==> src/rtl/sample_ctrl_mc.sv <==
// sample_ctrl_mc: per-channel two-phase handshake sampler with a timing-resiliency
// window, bounded re-sampling on error, and sticky fail/protocol flags.
// Ports: clk, rst (sync, active-high); req_i/hold_i/err_i per channel; clr_i clears
//   sticky flags; sample_o/retry_o one-cycle pulses; ack_o two-phase acknowledge;
//   fail_o/proto_err_o sticky flags. All outputs registered.
// Optional macro SAMPLE_SYNC_EN: two-flop synchronizers on req_i/hold_i/err_i (+2 cycles).
module sample_ctrl_mc #(
  parameter int N_CH      = 4,
  parameter int WIN       = 2,
  parameter int MAX_RETRY = 3
) (
  input  logic            clk,
  input  logic            rst,
  input  logic [N_CH-1:0] req_i,
  input  logic [N_CH-1:0] hold_i,
  input  logic [N_CH-1:0] err_i,
  input  logic            clr_i,
  output logic [N_CH-1:0] sample_o,
  output logic [N_CH-1:0] ack_o,
  output logic [N_CH-1:0] retry_o,
  output logic [N_CH-1:0] fail_o,
  output logic [N_CH-1:0] proto_err_o
);

  localparam logic [3:0] WIN_LD = 4'(WIN - 1);
  localparam logic [2:0] MAX_R  = 3'(MAX_RETRY);

  typedef enum logic [1:0] {IDLE, SAMPLE, WINDOW} state_t;

  state_t          state     [N_CH];
  state_t          state_nxt [N_CH];
  logic [3:0]      win_cnt       [N_CH];
  logic [3:0]      win_cnt_nxt   [N_CH];
  logic [2:0]      retry_cnt     [N_CH];
  logic [2:0]      retry_cnt_nxt [N_CH];
  logic [N_CH-1:0] sample_nxt, ack_nxt, retry_nxt, fail_nxt, proto_nxt;
  logic [N_CH-1:0] req_use, hold_use, err_use;
  logic [N_CH-1:0] req_prev;

`ifdef SAMPLE_SYNC_EN
  logic [N_CH-1:0] req_s1, req_s2, hold_s1, hold_s2, err_s1, err_s2;

  always_ff @(posedge clk) begin
    if (rst) begin
      req_s1  <= '0;
      req_s2  <= '0;
      hold_s1 <= '0;
      hold_s2 <= '0;
      err_s1  <= '0;
      err_s2  <= '0;
    end else begin
      req_s1  <= req_i;
      req_s2  <= req_s1;
      hold_s1 <= hold_i;
      hold_s2 <= hold_s1;
      err_s1  <= err_i;
      err_s2  <= err_s1;
    end
  end

  assign req_use  = req_s2;
  assign hold_use = hold_s2;
  assign err_use  = err_s2;
`else
  assign req_use  = req_i;
  assign hold_use = hold_i;
  assign err_use  = err_i;
`endif

  always_comb begin
    sample_nxt = '0;
    retry_nxt  = '0;
    ack_nxt    = ack_o;
    // Clear first so that a set event in the same cycle wins.
    fail_nxt   = fail_o & ~{N_CH{clr_i}};
    proto_nxt  = proto_err_o & ~{N_CH{clr_i}};
    for (int i = 0; i < N_CH; i++) begin
      state_nxt[i]     = state[i];
      win_cnt_nxt[i]   = win_cnt[i];
      retry_cnt_nxt[i] = retry_cnt[i];

      // Any req edge while a token is in flight is a protocol violation.
      if (state[i] != IDLE && req_use[i] != req_prev[i]) begin
        proto_nxt[i] = 1'b1;
      end

      case (state[i])
        IDLE: begin
          if ((req_use[i] ^ ack_o[i]) && !hold_use[i]) begin
            state_nxt[i]  = SAMPLE;
            sample_nxt[i] = 1'b1;
          end
        end
        SAMPLE: begin
          win_cnt_nxt[i] = WIN_LD;
          state_nxt[i]   = WINDOW;
        end
        WINDOW: begin
          if (win_cnt[i] != 4'd0) begin
            win_cnt_nxt[i] = win_cnt[i] - 4'd1;
          end else if (!err_use[i]) begin
            ack_nxt[i]       = ~ack_o[i];
            retry_cnt_nxt[i] = '0;
            state_nxt[i]     = IDLE;
          end else if (retry_cnt[i] < MAX_R) begin
            retry_cnt_nxt[i] = retry_cnt[i] + 3'd1;
            sample_nxt[i]    = 1'b1;
            retry_nxt[i]     = 1'b1;
            state_nxt[i]     = SAMPLE;
          end else begin
            // Retries exhausted: flag it but still pass the token on.
            fail_nxt[i]      = 1'b1;
            ack_nxt[i]       = ~ack_o[i];
            retry_cnt_nxt[i] = '0;
            state_nxt[i]     = IDLE;
          end
        end
        default: state_nxt[i] = IDLE;
      endcase
    end
  end

  always_ff @(posedge clk) begin
    if (rst) begin
      for (int i = 0; i < N_CH; i++) begin
        state[i]     <= IDLE;
        win_cnt[i]   <= '0;
        retry_cnt[i] <= '0;
      end
      sample_o    <= '0;
      ack_o       <= '0;
      retry_o     <= '0;
      fail_o      <= '0;
      proto_err_o <= '0;
      req_prev    <= '0;
    end else begin
      for (int i = 0; i < N_CH; i++) begin
        state[i]     <= state_nxt[i];
        win_cnt[i]   <= win_cnt_nxt[i];
        retry_cnt[i] <= retry_cnt_nxt[i];
      end
      sample_o    <= sample_nxt;
      ack_o       <= ack_nxt;
      retry_o     <= retry_nxt;
      fail_o      <= fail_nxt;
      proto_err_o <= proto_nxt;
      req_prev    <= req_use;
    end
  end

endmodule
==> config.mk <==
export PLATFORM = sky130hd
export DESIGN_NAME = sample_ctrl_mc
export DESIGN_NICKNAME = d
export VERILOG_FILES = /design/src/rtl/sample_ctrl_mc.sv
export SDC_FILE = /design/constraint.sdc
export NUM_CORES = 1
export LEC_CHECK = 0
export BUFFER_PORTS_ARGS = -buffer_cell sky130_fd_sc_hd__buf_2
export CAP_MARGIN = 10
export CORE_MARGIN = 3
export CORE_UTILIZATION = 57
export DETAILED_ROUTE_END_ITERATION = 8
export PLACE_DENSITY = 0.82
export SLEW_MARGIN = 30
export SYNTH_ARGS = -nofsm -noshare
export SYNTH_HDL_FRONTEND = slang
export SYNTH_SLANG_ARGS = --single-unit
==> constraint.sdc <==
create_clock -name clk -period 1.96 [get_ports clk]
set_input_delay 0.392 -clock clk [delete_from_list [all_inputs] [get_ports clk]]
set_output_delay 0.392 -clock clk [all_outputs]
set_load 0.03 [all_outputs]
=== Yosys cells after proc, flatten, opt, wreduce, memory -nomap -nowiden ===
Memories as Yosys holds them, arrays and structs flattened.
Index checks and enable logic that the tools add are counted.

* Flip-flop bits (word level): 24
* Input port bits: 15
* Logic and storage cells: 213
* Memory bits (read-only): 0
* Memories: 3
* RAM bits: 36
* Latch bits: 0
* Output and inout port bits: 20

{| class="wikitable"
|+ Memory list
! memory !! words !! bits a word !! rd ports !! clocked after Yosys merged registers in !! wr ports !! RTL line !! source
|-
| win_cnt || 4 || 4 || 4 || 0 || 4 || 32 || <nowiki>logic [3:0] win_cnt [N_CH];</nowiki>
|-
| retry_cnt || 4 || 3 || 4 || 0 || 4 || 34 || <nowiki>logic [2:0] retry_cnt [N_CH];</nowiki>
|-
| state || 4 || 2 || 4 || 0 || 4 || 30 || <nowiki>state_t state [N_CH];</nowiki>
|}

* Muxes and demuxes: 107
* Shift operators: 0
* Divide/modulo/power cells: 0
* Bitwise operators: 31
* Reductions and logical operators: 32
* $lt $le $gt $ge: 4
* $mul: 0
* $add $sub $neg: 8
* Eq/ne operators: 16

{| class="wikitable"
|+ Operators by type and width
! cell !! count
|-
| $mux W3 || 20
|-
| $mux W1 || 55
|-
| $mux W4 || 8
|-
| $pmux W4 S2 || 4
|-
| $mux W2 || 12
|-
| $pmux W2 S3 || 4
|-
| $reduce_bool A4 Y1 || 4
|-
| $sub A4 B1 Y4 const B || 4
|-
| $add A3 B1 Y3 const B || 4
|-
| $lt A3 B2 Y1 const B || 4
|-
| $not A1 Y1 || 12
|-
| $or A1 B1 Y1 || 12
|-
| $reduce_and A3 Y1 || 4
|-
| $and A4 B4 Y4 || 2
|-
| $eq A2 B1 Y1 const B || 4
|-
| $eq A2 B2 Y1 const B || 4
|-
| $logic_and A1 B1 Y1 || 8
|-
| $logic_not A2 Y1 || 4
|-
| $ne A2 B2 Y1 const B || 4
|-
| $pmux W1 S2 || 4
|-
| $reduce_bool A2 Y1 || 4
|-
| $reduce_or A2 Y1 || 4
|-
| $logic_not A1 Y1 || 4
|-
| $ne A1 B1 Y1 || 4
|-
| 2 further kinds || 5
|}

=== Longest topological paths before layout ===
Gate-level depths: netlist of the first run.
An unclocked memory read counts as a cell.

* Depth in word-level cells: 7
* Depth in mapped cells: 7
* Depth with buffers taken out: 6

=== Least setup slack after synthesis of the first run ===
OpenSTA, ideal clock, no wires.

* Kind: reg-to-reg
* From: mem win_cnt[1][0]
* To: reg ack_o[1]
* Path slack: 0.306 ns
* Data required time: 1.890 ns
* Setup time: 0.070 ns
* Period minus slack after synthesis: 1.654 ns
* Arrival time: 1.583 ns
* Path buffers: 1
* Stages on the path, launching flop included: 8
* Path through: dfxtp_1 > inv_1 > ha_1 > nand2b_4 > or3_1 > buf_2 > or3_1 > a21oi_1

{| class="wikitable"
|+ RTL lines
! element !! RTL line !! source
|-
| start, declared || 32 ||
|-
| end signal, assigned || 143 || <nowiki>ack_o <= ack_nxt;</nowiki>
|-
| end, declared || 19 || <nowiki>output logic [N_CH-1:0] ack_o,</nowiki>
|}

==> impl_metrics.csv, run 1 <==
group,metric,value,unit
synth,synth_nets,344,
synth,netlist_instances,318,
floorplan,die_w,75.5,um
place,placed_area,2990,sq um
routing,routedWlPerCell,13.1,um
global_route,antenna_found_initial,0,
global_route,grt_overflow,0,
clock_tree,clk_path_buf_depth,2,
floorplan,die-area,5700,sq um
clock_tree,clockRootBuffer,"clkbuf_8",
finish,final_util,69.6,%
setup_path,crit_fanout,7,
setup_path,critical_path_class,"register to register",
synth,synth_compound_area_share,15.7,%
timing,setup_ws,200,ps
timing,rsz0062_at_grt,"no",
clock_tree,htreeDepth,3,
synth,synth_top_family_by_area,"simple AND/OR/NAND/NOR gates",
global_route,grt_pass1_wl,9140,um
setup_path,end_kind,"register",
routing,ant_nets,0,
clock_tree,cts_made_buffers,9,
routing,via_per_inst,5.65,
synth,ys_ff_latch,60,
timing,period_needed,1760,ps
synth,synth_top_flop_cell,"dfxtp_1",
timing,slew_headroom,66.7,%
job,drv_cap,0,
routing,wl,5360,um
timing,hold_viol,0,
synth,ys_warn_count,0,
global_route,first_global_vias,2141,
synth,seq_area_frac_synth,43.7,%
synth,avgSynthCellArea,8.65,sq um
finish,design_area,3140,sq um
synth,synthArstFlopShare,0,%
synth,synth_mux_area_share,2.64,%
clock_tree,cts_resized,0,
setup_path,arrival,2020,ps
setup_path,crit_path_start_kind,"register",
synth,synth_edf_count,0,
global_route,grt_max_degree,34,
status,status,"completed",
setup_path,cp.required,2220,ps
floorplan,fp.coreArea,4500,sq um
timing,finalClockSkew,5.60,ps
synth,ys_types,44,
routing,drt_iter0_drc,107,
timing,setup_tns,0,ps
synth,synthAdderAreaFrac,5.00,%
finish,layout.nets,381,
finish,drive_gt1_share,16.9,%
routing,vias,2307,
place,gp_congestion,0.797,
place,port_buffers,34,
routing,route.detailed.drc,0,
finish,area_delta_synth_final,14.0,%
timing,worst_pin_slew,498,ps
clock_tree,post_cts_buffers,0,
timing,setup_violations,0,
floorplan,io_pins,35,
place,dpl.hpwl,3650,um
timing,timing.fmax,568,MHz
clock_tree,clkTransAtPathRegs,60,ps
pwr,power.density,785,nW/um^2
clock_tree,cts_sinks,60,
place,pre_cts_ws,222,ps
timing,min_period_over_period,89.8,%
synth,synth_area,2750,sq um
floorplan,initial_utilization,61.1,%
finish,insertedDiodeCount,0,
pwr,p_leak,1.30,nW
finish,final_cell_mix,"dfxtp_1, a21oi_1, buf_2, nor2_1, nand2_1",
pwr,ir_worst_vdd,0.570,mV
floorplan,rows,24,
synth,synth_simple_gate_area_share,26.2,%
global_route,grt_usage,21.0,%
finish,final_common_cell,"dfxtp_1",
clock_tree,insertion_delay,330,ps
worst_hold_path,hold_path.class,"input port to register",
timing,drv_slew,0,
floorplan,die_h,75.5,um
clock_tree,cts_hold_buf,0,
pwr,power,0.00246,W
clock_tree,cts_tree,"yes",
routing,firstDrtPassIters,4,
synth,synthXorXnorAreaFrac,2.86,%
-- cell usage after synthesis (all sizes together), types with 2 or more instances --
| master | number | area share (%) |
|---|---|---|
| a21o | 7 | 1.9 |
| a21oi | 35 | 6.4 |
| a22o | 2 | 0.64 |
| a31oi | 5 | 1.1 |
| a32oi | 4 | 1.3 |
| clkbuf | 13 | 1.8 |
| dfxtp | 60 | 44 |
| ha | 11 | 5.0 |
| inv | 14 | 1.9 |
| mux2 | 2 | 0.82 |
| mux2i | 5 | 1.8 |
| nand2 | 22 | 3.0 |
| nand2b | 13 | 3.2 |
| nand3 | 14 | 2.5 |
| nand3b | 4 | 1.1 |
| nor2 | 28 | 3.8 |
| nor2b | 10 | 2.3 |
| nor3 | 14 | 3.0 |
| nor3b | 6 | 2.0 |
| nor4 | 4 | 0.91 |
| o211a | 2 | 0.73 |
| o21ai | 8 | 1.5 |
| o22ai | 2 | 0.45 |
| or3 | 7 | 1.6 |
| or3b | 3 | 0.96 |
| or4 | 3 | 0.86 |
| xnor2 | 6 | 1.9 |
| xor2 | 3 | 0.96 |
-- critical path, cell delays in order, from the launching register on --
cell,delay [ps]
dfxtp_1,330
inv_1,80
ha_1,240
nand2b_4,80
or3_1,450
or3_1,370
a21oi_1,150
-- routing by layer --
layer | vias up | track usage (%) | wire [um]
met5 | - | 0 | 0
met2 | 24 | 33.4 | 2470
met4 | 0 | 7.38 | 70
met1 | 1079 | 26.5 | 2630
li1 | 1196 | - | -
met3 | 8 | 7.52 | 192
-- cells by family after synthesis --
family	count (synthesis)
adder cells (fa/ha/maj)	11
AO/OA/AOI/OAI	71
XOR/XNOR	9
buffers and inverters	28
AND/OR/NAND/NOR	132
multiplexers	7
flip-flops	60
-- final timing paths --
| kind | depth (start not counted) | end | from | slack, ps |
|---|---|---|---|---|
| setup reg to reg | 6 | retry_cnt[1][0] | win_cnt[1][0] | 200 |
| hold reg to reg | 2 | proto_err_o[1] | proto_err_o[1] | 460 |
| hold / removal | 2 | req_prev[0] | req_i[0] | 320 |
| setup / recovery | 6 | retry_cnt[1][0] | win_cnt[1][0] | 200 |
-- where the power goes --
group | total (W) | switching [W] | internal [W]
Sequential | 0.00129 | 0.0000372 | 0.00126
Clock | 0.000890 | 0.000424 | 0.000466
Combinational | 0.000276 | 0.000164 | 0.000112
-- layout make-up --
type	count	area [sq um]
fillers	366	1370
repair buffers	40	228
well taps	52	65.1
clock buffers	12	145
inverters	14	52.6
multi-input cells	230	1440
flip-flops and latches	60	1200
-- per-stage QoR --
step / hold WS (ps) / instances
2_1_floorplan: 440 / 318
3_3_place_gp: 437 / 396
3_5_place_dp: 451 / 396
4_1_cts: 313 / 408
5_1_grt: 324 / 408
6_report: 322 / 408
-- sequential cells by signal, indices dropped and copies added (netlist names) --
name,cells
ack_o,4
fail_o,4
proto_err_o,4
req_prev,4
retry_cnt,12
retry_o,4
sample_o,4
state,8
win_cnt,16
Note: power is estimated with default switching activity, not from simulation.
==> run 2, diff against run 1 <==
--- a/config.mk
+++ b/config.mk
@@ -5,12 +5,12 @@
 export SDC_FILE = /design/constraint.sdc
 export NUM_CORES = 1
 export LEC_CHECK = 0
-export BUFFER_PORTS_ARGS = -buffer_cell sky130_fd_sc_hd__buf_2
 export CAP_MARGIN = 10
 export CORE_MARGIN = 3
-export CORE_UTILIZATION = 57
+export CORE_UTILIZATION = 58
 export DETAILED_ROUTE_END_ITERATION = 8
-export PLACE_DENSITY = 0.82
+export DONT_BUFFER_PORTS = 1
+export PLACE_DENSITY = 0.77
 export SLEW_MARGIN = 30
 export SYNTH_ARGS = -nofsm -noshare
 export SYNTH_HDL_FRONTEND = slang
==> run 2 against run 1 <==
  * Global-route usage decreased by 0.90 points
  * Final cell count decreased by 8.1%
  * Critical path type unchanged
  * Hold slack got worse by 200 ps
  * Highest routed layer unchanged
  * Total power increased by 5.5%
  * Sequential power about the same
  * Routed wire length decreased by 3.3%
  * Combinational power decreased by 29%
  * Non-clock buffer count decreased by 36
  * Cell area decreased by 4.9%
  * Via count decreased by 6.1%
  * Clock power increased by 21%
  * Sequential cell count unchanged
==> impl_metrics.csv, run 2 (synthesis results as in run 1) <==
group,metric,value,unit
pwr,power,0.00260,W
clock_tree,htreeDepth,3,
routing,vias,2167,
place,dp_cells,360,
setup_path,crit_fanout,7,
setup_path,end_kind,"register",
global_route,grt_overflow,0,
clock_tree,insertion_delay,330,ps
pwr,p_leak,1.14,nW
finish,top_register,"win_cnt",
clock_tree,clkTransAtPathRegs,70,ps
finish,layout.nets,345,
clock_tree,cts_made_buffers,9,
setup_path,critPathLaunch,"win_cnt[1][0]",
floorplan,die_h,74.9,um
clock_tree,clk_path_buf_depth,2,
setup_path,arrival,2040,ps
timing,rsz0062_at_grt,"no",
pwr,switchingPower,0.000643,W
finish,regArea,1200,sq um
floorplan,io_pins,35,
timing,setup_violations,0,
finish,final_common_cell,"dfxtp_1",
pwr,seqPwrFrac,50.9,%
global_route,grt_max_degree,62,
clock_tree,post_cts_buffers,0,
finish,largest_reg_flops,16,
finish,drive_gt1_share,8.98,%
place,dpl.hpwl,3410,um
timing,drv_slew,0,
pwr,switching_share,24.8,%
routing,routedWlPerCell,13.8,um
timing,worst_pin_slew,484,ps
clock_tree,cts_sinks,60,
finish,area_delta_synth_final,8.41,%
finish,top_regs,"win_cnt (16), retry_cnt (12), state (8)",
finish,n_fill_cell,382,
setup_path,r2r_slack,180,ps
global_route,grt_usage,20.1,%
timing,timing.fmax,561,MHz
routing,ant_nets,0,
timing,setup_tns,0,ps
place,port_buffers,0,
clock_tree,clockRootBuffer,"clkbuf_8",
timing,finalClockSkew,8.06,ps
pwr,clkPwrFrac,41.6,%
setup_path,critical_path_class,"register to register",
floorplan,fp.coreArea,4470,sq um
routing,wl,5180,um
routing,via_per_inst,5.78,
worst_hold_path,worstHoldStart,"rst",
timing,period_needed,1780,ps
floorplan,rows,24,
clock_tree,cts_tree,"yes",
global_route,first_global_vias,2031,
setup_path,cp.required,2220,ps
floorplan,die-area,5610,sq um
finish,insertedDiodeCount,0,
finish,stdcell_count,375,
pwr,share_comb_of_total_power,7.5,%
floorplan,initial_utilization,61.5,%
routing,drt_iter0_drc,136,
pwr,power.density,870,nW/um^2
clock_tree,cts_hold_buf,0,
global_route,grt_pass1_wl,8860,um
global_route,antenna_found_initial,0,
timing,min_period_over_period,90.9,%
floorplan,die_w,74.9,um
finish,final_cell_mix,"dfxtp_1, a21oi_1, nor2_1, nand2_1",
setup_path,crit_path_start_kind,"register",
timing,slew_headroom,67.7,%
routing,firstDrtPassIters,4,
pwr,ir_worst_vdd,0.400,mV
setup_path,reg2reg_from,"win_cnt[1][0]",
pwr,internal_power,0.00195,W
job,drv_cap,0,
finish,multi_input_area,1440,sq um
timing,hold_viol,0,
worst_hold_path,hold_path.class,"input port to register",
routing,route.detailed.drc,0,
place,gp_congestion,0.807,
clock_tree,cts_resized,0,
status,status,"completed",
[run 2: final cells by class]
| cell class | count | share of cell area [%] |
|---|---|---|
| clock buffer | 10 | 4.61 |
| clock inverter | 5 | 1.76 |
| inverter | 14 | 1.76 |
| multi-input combinational | 230 | 48.4 |
| sequential | 60 | 40.3 |
| tap | 52 | 2.18 |
| timing repair buffer | 4 | 1.01 |
[run 2: per-stage QoR]
step / area (sq um) / setup slack (ps) / hold WS [ps] / util (%)
final: 2980 / 178 / 122 / 66.7
after floorplan: 2750 / 306 / 440 / -
after detailed placement: 2790 / 242 / 454 / 62.4
after global routing: 2980 / 60.4 / 103 / 66.7
after global placement: 2790 / 291 / 444 / 62.4
after CTS: 2980 / 203 / 116 / 66.7
[run 2: worst max-delay path, stage by stage (launching register included)]
cell and delay (ps):
dfxtp_1 330, inv_1 80, ha_1 240, nand2b_4 80, or3_1 460, or3_1 380
a21oi_1 140
[run 2: worst paths after layout]
kind | end | cells past startpoint
worst max-delay path | ack_o[1] | 6
worst min-delay path | fail_o[3] | 1
worst max register to register | ack_o[1] | 6
worst min register to register | retry_cnt[1][2] | 2
[run 2: layer usage]
layer / vias up / global-route usage, % / share of wire (%)
li1: 1123 / - / -
met1: 1008 / 26.0 / 48
met2: 32 / 31.8 / 47
met3: 4 / 6.94 / 4.1
met4: 0 / 5.93 / 0.71
met5: - / 0 / 0
[run 2: power by group through the flow]
stage / clock, W / sequential, W / combinational, W
after floorplan: 0 / 0.00133 / 0.000183
after global placement: 0 / 0.00135 / 0.000190
after detailed placement: 0 / 0.00135 / 0.000193
after CTS: 0.00110 / 0.00132 / 0.000195
after global routing: 0.00116 / 0.00133 / 0.000225
final: 0.00108 / 0.00132 / 0.000195
==> run 3, diff against run 2 <==
--- a/config.mk
+++ b/config.mk
@@ -10,7 +10,7 @@
 export CORE_UTILIZATION = 58
 export DETAILED_ROUTE_END_ITERATION = 8
 export DONT_BUFFER_PORTS = 1
-export PLACE_DENSITY = 0.77
+export PLACE_DENSITY = 0.74
 export SLEW_MARGIN = 30
 export SYNTH_ARGS = -nofsm -noshare
 export SYNTH_HDL_FRONTEND = slang
==> run 3 against run 2 <==
  * Worst setup slack improved by 11 ps
  * Sequential power about the same
  * First-iteration DRC count decreased by 23%
  * Largest cell class unchanged
  * Hold slack improved by 4.3 ps
  * Routed wire length decreased by 3.8%
  * Critical endpoint unchanged
  * Largest power group unchanged
==> impl_metrics.csv, run 3 (synthesis results as in run 1) <==
group,metric,value,unit
status,status,"completed",
timing,finalClockSkew,7.38,ps
pwr,p_leak,1.14,nW
timing,whs,127,ps
global_route,first_global_vias,1902,
pwr,power,0.00252,W
floorplan,die_w,74.9,um
timing,slew_headroom,68.4,%
global_route,grt_usage,18.9,%
finish,drive_gt1_share,8.33,%
floorplan,fp.coreArea,4470,sq um
pwr,seqPwrFrac,52.3,%
timing,min_period_over_period,90.4,%
routing,firstDrtPassIters,5,
timing,period_needed,1770,ps
clock_tree,clkTransAtPathRegs,60,ps
finish,final_common_cell,"dfxtp_1",
floorplan,rows,24,
setup_path,crit_path_start_kind,"register",
routing,vias,2159,
routing,routedWlPerCell,13.3,um
place,dpl.hpwl,3330,um
place,gp_congestion,0.823,
place,port_buffers,0,
place,dp_cells,360,
global_route,antenna_found_initial,0,
timing,setup_violations,0,
finish,top_regs,"win_cnt (16), retry_cnt (12), state (8)",
global_route,grt_pass1_wl,8300,um
finish,top_register,"win_cnt",
routing,wl,4990,um
finish,stdcell_count,376,
clock_tree,clockRootBuffer,"clkbuf_8",
finish,layout.nets,345,
setup_path,arrival,2040,ps
clock_tree,post_cts_buffers,0,
timing,rsz0062_at_grt,"no",
timing,setup_tns,0,ps
setup_path,end_kind,"register",
routing,route.detailed.drc,0,
finish,insertedDiodeCount,0,
floorplan,die-area,5610,sq um
floorplan,die_h,74.9,um
pwr,clkPwrFrac,40.0,%
finish,n_fill_cell,346,
setup_path,cp.required,2220,ps
clock_tree,cts_made_buffers,9,
pwr,power.density,848,nW/um^2
clock_tree,cts_sinks,60,
pwr,switchingPower,0.000615,W
floorplan,io_pins,35,
global_route,grt_max_degree,62,
setup_path,critical_path_class,"register to register",
routing,ant_nets,0,
finish,final_cell_mix,"dfxtp_1, a21oi_1, nor2_1, nand2_1",
routing,drt_iter0_drc,105,
timing,setup_ws,189,ps
finish,largest_reg_flops,16,
worst_hold_path,hold_path.class,"input port to register",
pwr,internal_power,0.00191,W
pwr,ir_worst_vdd,0.379,mV
place,pre_cts_ws,218,ps
routing,via_per_inst,5.74,
setup_path,r2r_slack,190,ps
clock_tree,htreeDepth,3,
timing,hold_viol,0,
timing,worst_pin_slew,473,ps
timing,drv_slew,0,
job,drv_cap,0,
clock_tree,cts_tree,"yes",
finish,area_delta_synth_final,8.09,%
timing,timing.fmax,565,MHz
clock_tree,cts_hold_buf,0,
clock_tree,cts_resized,0,
floorplan,initial_utilization,61.5,%
global_route,grt_overflow,0,
pwr,switching_share,24.4,%
clock_tree,clk_path_buf_depth,2,
setup_path,crit_fanout,7,
pwr,share_comb_of_total_power,7.7,%
clock_tree,insertion_delay,330,ps
run 3: cell types whose count changed in the layout (fill, tap and decap cells not counted), sizes merged:
| cell | previous run | this run |
|---|---|---|
| bufinv | 1 | 0 |
| clkbuf | 10 | 15 |
| clkinv | 3 | 1 |
| clkinvlp | 1 | 0 |
run 3: metrics by stage:
| stage | util (%) | instance area (sq um) |
|---|---|---|
| after CTS | 66.5 | 2970 |
| after detailed placement | 62.4 | 2790 |
| after floorplan | - | 2750 |
| after global routing | 66.5 | 2970 |
| final | 66.5 | 2970 |
| after global placement | 62.4 | 2790 |
run 3: power groups by stage:
stage | clock network, W | registers (W) | logic, W
after floorplan | 0 | 0.00133 | 0.000183
after global routing | 0.00108 | 0.00133 | 0.000223
after global placement | 0 | 0.00135 | 0.000190
after CTS | 0.00104 | 0.00132 | 0.000195
final | 0.00101 | 0.00132 | 0.000193
after detailed placement | 0 | 0.00135 | 0.000194
run 3: area by class of cell:
cell class	count	area, sq um	share of cell area [%]
multi-input cells	230	1440	48.5
flip-flops and latches	60	1200	40.4
clock buffers	15	176	5.93
well taps	52	65.1	2.19
inverters	14	52.6	1.77
repair buffers	4	30.0	1.01
clock inverters	1	5.00	0.168
run 3: path summary, 6_finish.rpt:
check | start | to | cells past startpoint
max | win_cnt[1][0] | ack_o[1] | 6
min | rst | fail_o[3] | 1
max reg2reg | win_cnt[1][0] | ack_o[1] | 6
min reg2reg | retry_cnt[1][2] | retry_cnt[1][2] | 2
run 3: worst max-delay path: stages (launching register included):
cell and delay (ps):
dfxtp_1 330, inv_1 80, ha_1 250, nand2b_4 90, or3_1 450, or3_1 370, a21oi_1 140
run 3: layer usage:
layer | track usage, % | up-vias | wire (um)
li1 | - | 1126 | -
met1 | 25.2 | 996 | 2490
met2 | 28.3 | 27 | 2240
met3 | 7.08 | 10 | 189
met4 | 6.52 | 0 | 67
met5 | 0 | - | 0
